`src/rtl/lane_hit_detector.sv`:
```
// lane_hit_detector: counts white pixels inside NUM_LANES fixed lane windows of a scan band,
// then at each frame boundary reports one hit bit per lane through a valid/ack handshake.
// Optional build macro LANE_DEBOUNCE_EN: a lane only reports a hit when it also hit in the
// previous frame.
module lane_hit_detector #(
   parameter int unsigned NUM_LANES  = 5,
   parameter int unsigned LANE0_X    = 160,
   parameter int unsigned LANE_PITCH = 80,
   parameter int unsigned LANE_WIDTH = 16,
   parameter int unsigned ROW_START  = 400,
   parameter int unsigned ROW_HEIGHT = 8,
   parameter int unsigned HIT_COUNT  = 64,
   parameter int unsigned CNT_W      = 8
) (
   input  logic                 CLK,
   input  logic                 RST,
   input  logic                 HSync,
   input  logic                 VSync,
   input  logic                 PixEn,
   input  logic                 Enable,
   input  logic [7:0]           Grey,
   input  logic                 HitsAck,
   output logic [NUM_LANES-1:0] Hits,
   output logic                 HitsValid,
   output logic                 Overrun
);

   typedef enum logic [1:0] {StWaitFrame, StScan, StReport} state_t;

   state_t r_state;
   state_t w_state_next;

   logic r_hs_cur, r_hs_prev, r_vs_cur, r_vs_prev;
   logic w_hs_rise, w_vs_rise;

   logic [10:0] r_x, r_y;
   logic [CNT_W-1:0] r_cnt [NUM_LANES];

   logic [NUM_LANES-1:0] w_in_col;
   logic [NUM_LANES-1:0] w_inc;
   logic [NUM_LANES-1:0] w_raw;
   logic [NUM_LANES-1:0] w_hits_rep;
   logic                 w_in_rows;
   logic                 w_pix_ok;
   logic                 w_unused_grey;

   logic [NUM_LANES-1:0] r_hits;
   logic                 r_valid;
   logic                 r_ovr;

   // Only the MSB of the thresholded pixel carries information.
   assign w_unused_grey = ^Grey[6:0];

   // Sync edge detection: register each sync twice and compare the two stages.
   always_ff @(posedge CLK or negedge RST) begin
      if (!RST) begin
         r_hs_cur  <= 1'b0;
         r_hs_prev <= 1'b0;
         r_vs_cur  <= 1'b0;
         r_vs_prev <= 1'b0;
      end else begin
         r_hs_cur  <= HSync;
         r_hs_prev <= r_hs_cur;
         r_vs_cur  <= VSync;
         r_vs_prev <= r_vs_cur;
      end
   end

   assign w_hs_rise = r_hs_cur & ~r_hs_prev;
   assign w_vs_rise = r_vs_cur & ~r_vs_prev;

   // Column/row position tracking; a VSync rise clears both, even alongside an HSync rise.
   always_ff @(posedge CLK or negedge RST) begin
      if (!RST) begin
         r_x <= '0;
         r_y <= '0;
      end else begin
         if (w_vs_rise || w_hs_rise) begin
            r_x <= '0;
         end else if (PixEn && r_x != 11'h7FF) begin
            r_x <= r_x + 11'd1;
         end
         if (w_vs_rise) begin
            r_y <= '0;
         end else if (w_hs_rise && r_y != 11'h7FF) begin
            r_y <= r_y + 11'd1;
         end
      end
   end

   assign w_in_rows = (32'(r_y) >= ROW_START) && (32'(r_y) < ROW_START + ROW_HEIGHT);
   assign w_pix_ok  = (r_state == StScan) && PixEn && Enable && Grey[7] && w_in_rows &&
                      !w_hs_rise && !w_vs_rise;

   for (genvar k = 0; k < NUM_LANES; k++) begin : g_lane
      localparam int unsigned ColLo = LANE0_X + k * LANE_PITCH;
      assign w_in_col[k] = (32'(r_x) >= ColLo) && (32'(r_x) < ColLo + LANE_WIDTH);
      assign w_inc[k]    = w_pix_ok && w_in_col[k];
      assign w_raw[k]    = 32'(r_cnt[k]) >= HIT_COUNT;
   end

   // Per-lane saturating white-pixel counters, cleared at each frame start.
   always_ff @(posedge CLK or negedge RST) begin
      if (!RST) begin
         for (int k = 0; k < NUM_LANES; k++) r_cnt[k] <= '0;
      end else begin
         for (int k = 0; k < NUM_LANES; k++) begin
            if ((r_state == StWaitFrame && w_vs_rise) || r_state == StReport) begin
               r_cnt[k] <= '0;
            end else if (w_inc[k] && r_cnt[k] != {CNT_W{1'b1}}) begin
               r_cnt[k] <= r_cnt[k] + 1'b1;
            end
         end
      end
   end

`ifdef LANE_DEBOUNCE_EN
   logic [NUM_LANES-1:0] r_prev_raw;

   // Previous-frame raw hits; forgotten whenever a discarded frame ends.
   always_ff @(posedge CLK or negedge RST) begin
      if (!RST) begin
         r_prev_raw <= '0;
      end else if (r_state == StWaitFrame && w_vs_rise) begin
         r_prev_raw <= '0;
      end else if (r_state == StReport) begin
         r_prev_raw <= w_raw;
      end
   end

   assign w_hits_rep = w_raw & r_prev_raw;
`else
   assign w_hits_rep = w_raw;
`endif

   // FSM state register.
   always_ff @(posedge CLK or negedge RST) begin
      if (!RST) r_state <= StWaitFrame;
      else      r_state <= w_state_next;
   end

   // FSM next-state: discard the first frame, then scan and report once per frame.
   always_comb begin
      w_state_next = r_state;
      unique case (r_state)
         StWaitFrame: if (w_vs_rise) w_state_next = StScan;
         StScan:      if (w_vs_rise) w_state_next = StReport;
         StReport:    w_state_next = StScan;
         default:     w_state_next = StWaitFrame;
      endcase
   end

   // Report registers and handshake; a new report beats a same-cycle ack.
   always_ff @(posedge CLK or negedge RST) begin
      if (!RST) begin
         r_hits  <= '0;
         r_valid <= 1'b0;
         r_ovr   <= 1'b0;
      end else if (r_state == StReport) begin
         r_hits  <= w_hits_rep;
         r_valid <= 1'b1;
         if (r_valid && !HitsAck) r_ovr <= 1'b1;
      end else if (r_valid && HitsAck) begin
         r_valid <= 1'b0;
      end
   end

   assign Hits      = r_hits;
   assign HitsValid = r_valid;
   assign Overrun   = r_ovr;

endmodule

```
`config.mk`:
```
export PLATFORM = sky130hd
export DESIGN_NAME = lane_hit_detector
export DESIGN_NICKNAME = d
export VERILOG_FILES = /design/src/rtl/lane_hit_detector.sv
export SDC_FILE = /design/constraint.sdc
export NUM_CORES = 1
export LEC_CHECK = 0
export ABC_AREA = 1
export BUFFER_PORTS_ARGS = -buffer_cell sky130_fd_sc_hd__buf_2
export CORE_MARGIN = 2
export CORE_UTILIZATION = 55
export CTS_CLUSTER_SIZE = 12
export DETAILED_ROUTE_END_ITERATION = 16
export GPL_TIMING_DRIVEN = 0
export PLACE_DENSITY = 0.73
export RECOVER_POWER = 50
export SLEW_MARGIN = 20
export SYNTH_ARGS = -nofsm -noshare
export SYNTH_HDL_FRONTEND = slang
export SYNTH_SLANG_ARGS = --single-unit
```
`constraint.sdc`:
```
create_clock -name CLK -period 2.5 [get_ports CLK]
set_clock_uncertainty 0.15 [all_clocks]
set_input_delay 0.25 -clock CLK [delete_from_list [all_inputs] [get_ports CLK]]
set_output_delay 0.25 -clock CLK [all_outputs]
set_load 0.1 [all_outputs]
```
**After elaboration in Yosys (flattened, before gate mapping)**

Index checks and enable logic that the tools add are counted.

- Input port bits: 15
- Register bits after elaboration: 75
- Logic and storage cells: 116

- Equal/unequal tests: 11
- Multiplexer cells: 19
- Add/subtract/negate cells: 7
- Reduce and logical (&&, ||, !) cells: 43
- Order comparisons: 17
- Bitwise logic cells: 4

Operators by type and width:

| cell | number |
|---|---|
| 8-bit two-way mux | 10 |
| 11-bit by 9-bit less-than comparator with 1-bit output (second input constant) | 5 |
| 11-bit by 9-bit greater-or-equal comparator with 1-bit output (second input constant) | 4 |
| 11-bit two-way mux | 4 |
| 8-bit by 1-bit adder with 8-bit output (second input constant) | 5 |
| 8-bit by 7-bit greater-or-equal comparator with 1-bit output (second input constant) | 5 |
| 8-bit inequality test (second input constant) | 5 |
| 1-bit logical AND | 27 |
| 11-bit by 1-bit adder with 11-bit output (second input constant) | 2 |
| 11-bit by 8-bit greater-or-equal comparator with 1-bit output (second input constant) | 2 |
| 11-bit inequality test (second input constant) | 2 |
| 2-bit nonzero test | 8 |
| 11-bit by 8-bit less-than comparator with 1-bit output (second input constant) | 1 |
| 2-bit case mux with 3 select lines | 1 |
| 2-bit two-way mux | 2 |
| 2-bit inequality test (second input constant) | 2 |
| 2-bit AND reduction | 2 |
| 1-bit logical NOT | 3 |
| 1-bit AND | 2 |
| 2-bit by 1-bit == test with 1-bit output (second input constant) | 1 |
| 2-bit == test (second input constant) | 1 |
| 2-bit logical NOT | 1 |
| 1-bit logical OR | 2 |
| 1-bit two-way mux | 2 |
| 1-bit inverter | 2 |

**Logic depth before layout (Yosys ltp)**

Gate-level depths: netlist (run 1).

- Word-level depth: 11
- Gate-level depth with buffers: 11

**Worst setup path before layout (run 1)**

No wires, ideal clock.

- Kind: register -> register
- From: reg r_y[0]
- To: reg r_y[0]
- Stages on the path, launching flop included: 11
- Library setup time: 0.118 ns
- Required time: 2.232 ns
- Arrival time: 1.461 ns
- Slack: 0.771 ns
- Path through: dfrtp_1 ha_1 nand2_2 nor2_1 nand4_1 nand3b_1 nand2_1 nand2_2 buf_2 nand3_1 nand2_1

- Cells in the longest elaborated chain, start to end: 3
- Elaborated cells between the ends (all ways): 6
- Those cells by class: add/sub: 1; eq/ne: 1; mux: 2; reduce/logical: 2

RTL lines:

| item | RTL line | RTL |
|---|---|---|
| start, declared | 36 | `logic [10:0] r_x, r_y;` |
| start signal, assigned | 86 | `r_y <= r_y + 11'd1;` |
| 11-bit by 1-bit adder with 11-bit output or 11-bit inequality test (tied branches) | 86, 85 |  |
| 11-bit two-way mux or 1-bit logical AND (tied branches) | 85 | `end else if (w_hs_rise && r_y != 11'h7FF) begin` |
| 11-bit two-way mux or 2-bit nonzero test (tied branches) | - |  |

Parallel ways exist; a longest one is shown, timed or not. The select of a mux whose other input is x is not followed.
A chain may end at the register's enable or synchronous reset.

**Worst setup path after layout (run 1)**

Same ends and word-level chain as after synthesis.

==> run_results.csv, run 1 <==
group,metric,value,unit
status,status,"completed",
yosys,syn-num-nets,572,
cells_and_area,layout-drive-gt1-share,13.4,%
critical_path,reg2reg_setup_slack,550,ps
yosys,synthesis.instances,548,
sta,worst_slack,552,ps
place,pre_cts_ws,550,ps
critical_path,required,2590,ps
cells_and_area,nets,601,
yosys,ys_warn_count,0,
clocking,ctsHtreeMaxLevel,3,
detailed_routing,drt-total-wl,8400,um
place,portBuffers,14,
cells_and_area,synthToLayoutAreaGrowth,10.6,%
yosys,ys.flop_type,"dfrtp_1",
detailed_routing,drc_errors,0,
grt,grt_start_max_net_pins,42,
clocking,clk_latency,360,ps
critical_path,r2r.worst_path.cells,10,
run,maxCapViolations,0,
die,placementRows,32,
critical_path,critical_path_class,"flop to flop",
sta,finalCritPeriodShare,77.9,%
critical_path,worst_setup_path_start_kind,"flop",
critical_path,r2r_end,"r_y[0]",
yosys,ys_seq_area_share,43.9,%
place,dp_hpwl,6060,um
critical_path,r2r_start,"r_y[0]",
grt,grt_overflow_total,0,
clocking,cts_setup_buffers,0,
sta,drv_slew,0,
cells_and_area,n_antenna_cell,0,
yosys,synth_edf_count,0,
clocking,cts.sinks,75,
sta,period_minus_slack,1950,ps
sta,setup_viol,0,
power,p_per_area,644,nW/um^2
clocking,clockRootBuffer,"clkbuf_8",
min_path,holdCritStartpoint,"HitsAck",
critical_path,cp.arrival,2040,ps
die,dieWidth,92.1,um
place,gp_congestion,0.846,
min_path,hold_path_end,"HitsValid",
critical_path,path_max_fanout,10,
detailed_routing,ant_nets,0,
die,io_pins,22,
critical_path,worstSetupEndpointType,"flop",
die,dieArea,8490,um^2
die,die_h,92.1,um
clocking,cts.repair.resized,0,
grt,grt_pass1_vias,3452,
detailed_routing,drt-pass1-iter-count,4,
detailed_routing,vias_per_cell,5.17,
min_path,hp-class,"input pin to flop",
clocking,hold_buffers,3,
power,leakage,2.44,nW
sta,slew_headroom,39.1,%
sta,clock.fmax,0.513,GHz
yosys,avgSynthCellArea,7.80,um^2
detailed_routing,first_iter_violations,170,
yosys,ys_async_sr_fraction,100,%
detailed_routing,via_count,3532,
detailed_routing,wl_per_cell,12.3,um
clocking,cts_tree,"done",
die,core,7610,um^2
cells_and_area,final_core_util,62.1,%
grt,antenna_found_initial,0,
grt,grt_pass1_wl,15300,um
sta,tightest_slew,913,ps
clocking,clk_pin_slew,70,ps
clocking,clockBufferDepth,2,
power,ir_drop,0.000332,V
min_path,hold_depth,4,
clocking,numCtsBuffers,9,
grt,grt_use_total,22.4,%
yosys,synth_area,4270,um^2
sta,setup_tns,0,ps
cells_and_area,layout_commonest_cell,"nand2_1",
die,start_util,56.2,%
yosys,ys_seq_elements,75,
cells_and_area,layout_common_cells,"nand2_1, dfrtp_1, nor2_1",
cells_and_area,fillers,690,
yosys,ys_types,36,
power,power,0.00304,W
sta,rsz0062_at_grt,"no",
sta,hold_viol,0,
registers in the layout, indices dropped and copies added, names as in the netlist:
name and flops:
r_cnt 40, r_x 11, r_y 11, Hits 5, r_state 2, HitsValid 1, Overrun 1, r_hs_cur 1
r_hs_prev 1, r_vs_cur 1, r_vs_prev 1
worst max-delay path, cell delays in order (launching register included):
cell	delay [ps]
dfrtp_1	410
ha_1	200
nand2_2	80
nor2_1	180
nand4_1	140
nand3b_1	180
nand2_1	70
nand2_2	80
buf_2	200
nand3_1	80
nand2_1	50
Yosys cell counts, types with 2 or more instances:
cell type	n	share of area [%]
o21ai_0	10	1.2
xnor2_1	3	0.62
dfrtp_1	75	44
nor3_2	3	0.70
xor2_1	25	5.1
a31oi_1	3	0.44
o21a_1	2	0.35
o21ai_1	13	1.5
nand2_4	5	1.3
nor2_2	4	0.59
nand3b_1	7	1.2
nand2_1	127	11
inv_2	15	1.3
or2_2	2	0.29
nand2_2	7	1.0
nor2_4	2	0.53
nand4_1	17	2.5
ha_1	9	2.6
nor3b_1	2	0.35
inv_1	56	4.9
a21oi_1	9	1.1
nor3_1	13	1.5
nor2_1	69	6.1
nand3_1	55	6.4
buf_2	4	0.47
per-layer routing:
layer	track usage (%)	routed length (um)	vias to the layer above
li1	-	-	1811
met1	29.9	4060	1661
met2	37.2	3940	47
met3	2.96	269	13
met4	8.83	131	0
met5	0	0	-
area by class of cell:
class | instances | area, um^2 | share of cell area, %
Buffer | 6 | 31.3 | 0.662
Clock buffer | 10 | 128 | 2.70
Clock inverter | 5 | 78.8 | 1.67
Inverter | 73 | 277 | 5.85
Multi-Input combinational cell | 394 | 2090 | 44.2
Sequential cell | 75 | 1880 | 39.7
Tap cell | 102 | 128 | 2.70
Timing Repair Buffer | 18 | 120 | 2.54
through the flow:
step / instance area, um^2 / hold slack [ps] / instances
after global routing: 4730 / 63.4 / 683
final: 4730 / 14.0 / 683
after detailed placement: 4490 / 84.5 / 665
after global placement: 4470 / 207 / 664
after floorplan: 4270 / -196 / 548
after CTS: 4730 / 10.4 / 683
where the power goes:
part           switching [W]  internal [W]  leakage (nW)
Sequential         0.0000617       0.00129          1.02
Clock               0.000451      0.000555         0.106
Combinational       0.000538      0.000143          1.31
Total                0.00105       0.00199          2.44
how the worst max path moves through the flow:
stage,startpoint,endpoint,cells after the start
final,r_y[0],r_y[0],10
after global routing,r_x[0],r_x[3],8
after CTS,r_y[0],r_y[9],10
after detailed placement,r_y[0],r_y[9],10
after global placement,RST,r_y[7],1
after floorplan,r_y[0],r_y[0],10
kinds of logic after synthesis:
logic type	after synthesis	synth area share (%)
compound gates	41	5.53
xor+xnor	28	5.74
fa+ha+maj	9	2.64
buf+inv	79	7.20
flops	75	43.9
simple gates	316	35.0
(Power assumes the default switching activity.)
==> inputs of run 2 (changes only) <==
==> constraint.sdc (replaced) <==
create_clock -name CLK -period 1.9 [get_ports CLK]
set_clock_uncertainty 0.15 [all_clocks]
set_input_delay 0.19 -clock CLK [delete_from_list [all_inputs] [get_ports CLK]]
set_output_delay 0.19 -clock CLK [all_outputs]
set_load 0.1 [all_outputs]
==> run 2 against run 1 <==
Net effect:
- via count rose by 3.1%
- critical path depth did not move
- largest cell class unchanged
- non-clock buffer count rose by 14
- largest power group unchanged
- clock-buffer cell count did not move
- worst setup slack got worse by 470 ps
==> run_results.csv, run 2 (synthesized netlist as in run 1, its figures left out) <==
group,metric,value,unit
clocking,clk_pin_slew,80,ps
cells_and_area,fillers,666,
grt,grt_pass1_vias,3461,
sta,tightest_slew,921,ps
sta,hold_viol,0,
cells_and_area,top_regs,"r_cnt (40), r_x (11), r_y (11)",
detailed_routing,ant_nets,0,
status,status,"completed",
grt,grt_overflow_total,0,
die,die_h,92.1,um
detailed_routing,via_count,3640,
critical_path,path_cells,"ha_2, nand2_4, nor2_4, nand4_1, nand3b_1, nand2_2, nand2_4, buf_4, nand2_1, o21ai_1",
detailed_routing,vias_per_cell,5.22,
critical_path,worst_path_most_repeated_cell,"nand2_4",
sta,setup_viol,0,
cells_and_area,n_antenna_cell,0,
critical_path,critical_path_class,"flop to flop",
sta,setup_tns,0,ps
cells_and_area,final_core_util,65.0,%
grt,grt_pass1_wl,15300,um
clocking,ctsHtreeMaxLevel,3,
clocking,cts_tree,"done",
detailed_routing,wl_per_cell,12.6,um
critical_path,r2r.worst_path.cells,10,
critical_path,required,1980,ps
min_path,hp-class,"input pin to flop",
critical_path,crit_cells,10,
clocking,clk_latency,350,ps
critical_path,cp.arrival,1900,ps
power,ir_drop,0.000440,V
clocking,clockRootBuffer,"clkbuf_8",
sta,rsz0062_at_grt,"yes",
critical_path,worstSetupEndpointType,"flop",
clocking,clockBufferDepth,2,
detailed_routing,drc_errors,0,
min_path,hold_depth,4,
critical_path,cp_top_family,"simple AND/OR/NAND/NOR gates",
grt,grt_use_total,22.4,%
run,maxCapViolations,0,
cells_and_area,synthToLayoutAreaGrowth,15.8,%
die,dieWidth,92.1,um
die,core,7610,um^2
die,start_util,56.2,%
cells_and_area,layout_common_cells,"nand2_1, dfrtp_1, nor2_1",
clocking,numCtsBuffers,9,
die,placementRows,32,
critical_path,slowest_stage,"dfrtp_1",
place,portBuffers,14,
sta,finalCritPeriodShare,95.8,%
critical_path,max_stage_delay,390,ps
grt,grt_start_max_net_pins,42,
sta,slew_headroom,38.6,%
cells_and_area,layout-drive-gt1-share,17.6,%
clocking,cts.sinks,75,
place,gp_congestion,0.846,
cells_and_area,largest_register_ffs,40,
cells_and_area,nets,615,
sta,drv_slew,0,
cells_and_area,top_register,"r_cnt",
sta,period_minus_slack,1820,ps
power,p_per_area,829,nW/um^2
die,dieArea,8490,um^2
detailed_routing,drt-pass1-iter-count,4,
detailed_routing,drt-total-wl,8760,um
place,dp_hpwl,6060,um
critical_path,worst_setup_path_start_kind,"flop",
die,io_pins,22,
power,leakage,2.55,nW
cells_and_area,layout_commonest_cell,"nand2_1",
grt,antenna_found_initial,0,
detailed_routing,first_iter_violations,195,
critical_path,cp_num_buf_inv,1,
critical_path,path_max_fanout,5,
sta,clock.fmax,0.549,GHz
==> run 2: metrics by stage <==
step	cells	total power [W]	hold slack, ps	setup WS, ps	area [um^2]
3_5_place_dp	665	0.00272	24.5	-50.1	4490
5_1_grt	697	0.00427	168	2.54	4950
2_1_floorplan	548	0.00250	-256	171	4270
3_3_place_gp	664	0.00269	147	-59.2	4470
4_1_cts	685	0.00405	174	8.28	4760
6_report	697	0.00410	129	80.2	4950
==> run 2: tightest hold or removal path: stages <==
cell	delay, ps
buf_2	100
nand2_2	90
nand2_2	140
o21ai_1	70
==> run 2: path summary, 6_finish.rpt <==
check / start / slack, ps / endpoint
max in group asynchronous: RST / 510 / r_y[4]
hold reg to reg: r_hs_cur / 230 / r_hs_prev
setup reg to reg: r_y[1] / 80 / r_y[3]
hold / removal: PixEn / 130 / r_x[10]
min in group asynchronous: RST / 350 / r_cnt[37]
setup / recovery: r_y[1] / 80 / r_y[3]
==> run 2: cell type report <==
type	count	area (um^2)	share of cell area, %
Multi-Input combinational cell	394	2170	44.0
Sequential cell	75	1880	38.0
Clock buffer	10	128	2.58
Timing Repair Buffer	33	239	4.83
Clock inverter	5	78.8	1.59
Tap cell	102	128	2.58
Buffer	5	38.8	0.784
Inverter	73	282	5.69
==> run 2: power breakdown <==
group	switching (W)	internal [W]
clock	0.000599	0.000731
sequential	0.0000843	0.00170
combinational	0.000742	0.000244
total	0.00142	0.00268
==> run 2: what timing repair did <==
item | 4_1_cts | 5_1_grt
endpoints found under the hold margin | 38 | 0
setup buffers | 1 | 12
resized for setup | 3 | 28
hold buffers | 4 | 0
setup endpoints to repair | 13 | 50
pin swaps | 0 | 6
cloned | 0 | 1
==> run 2: routing by layer <==
metal / vias to the layer above / wire length, um / GRT usage (%)
li1: 1847 / - / -
met1: 1718 / 4130 / 30.0
met2: 62 / 4230 / 37.2
met3: 13 / 263 / 2.96
met4: 0 / 142 / 8.96
met5: - / 0 / 0
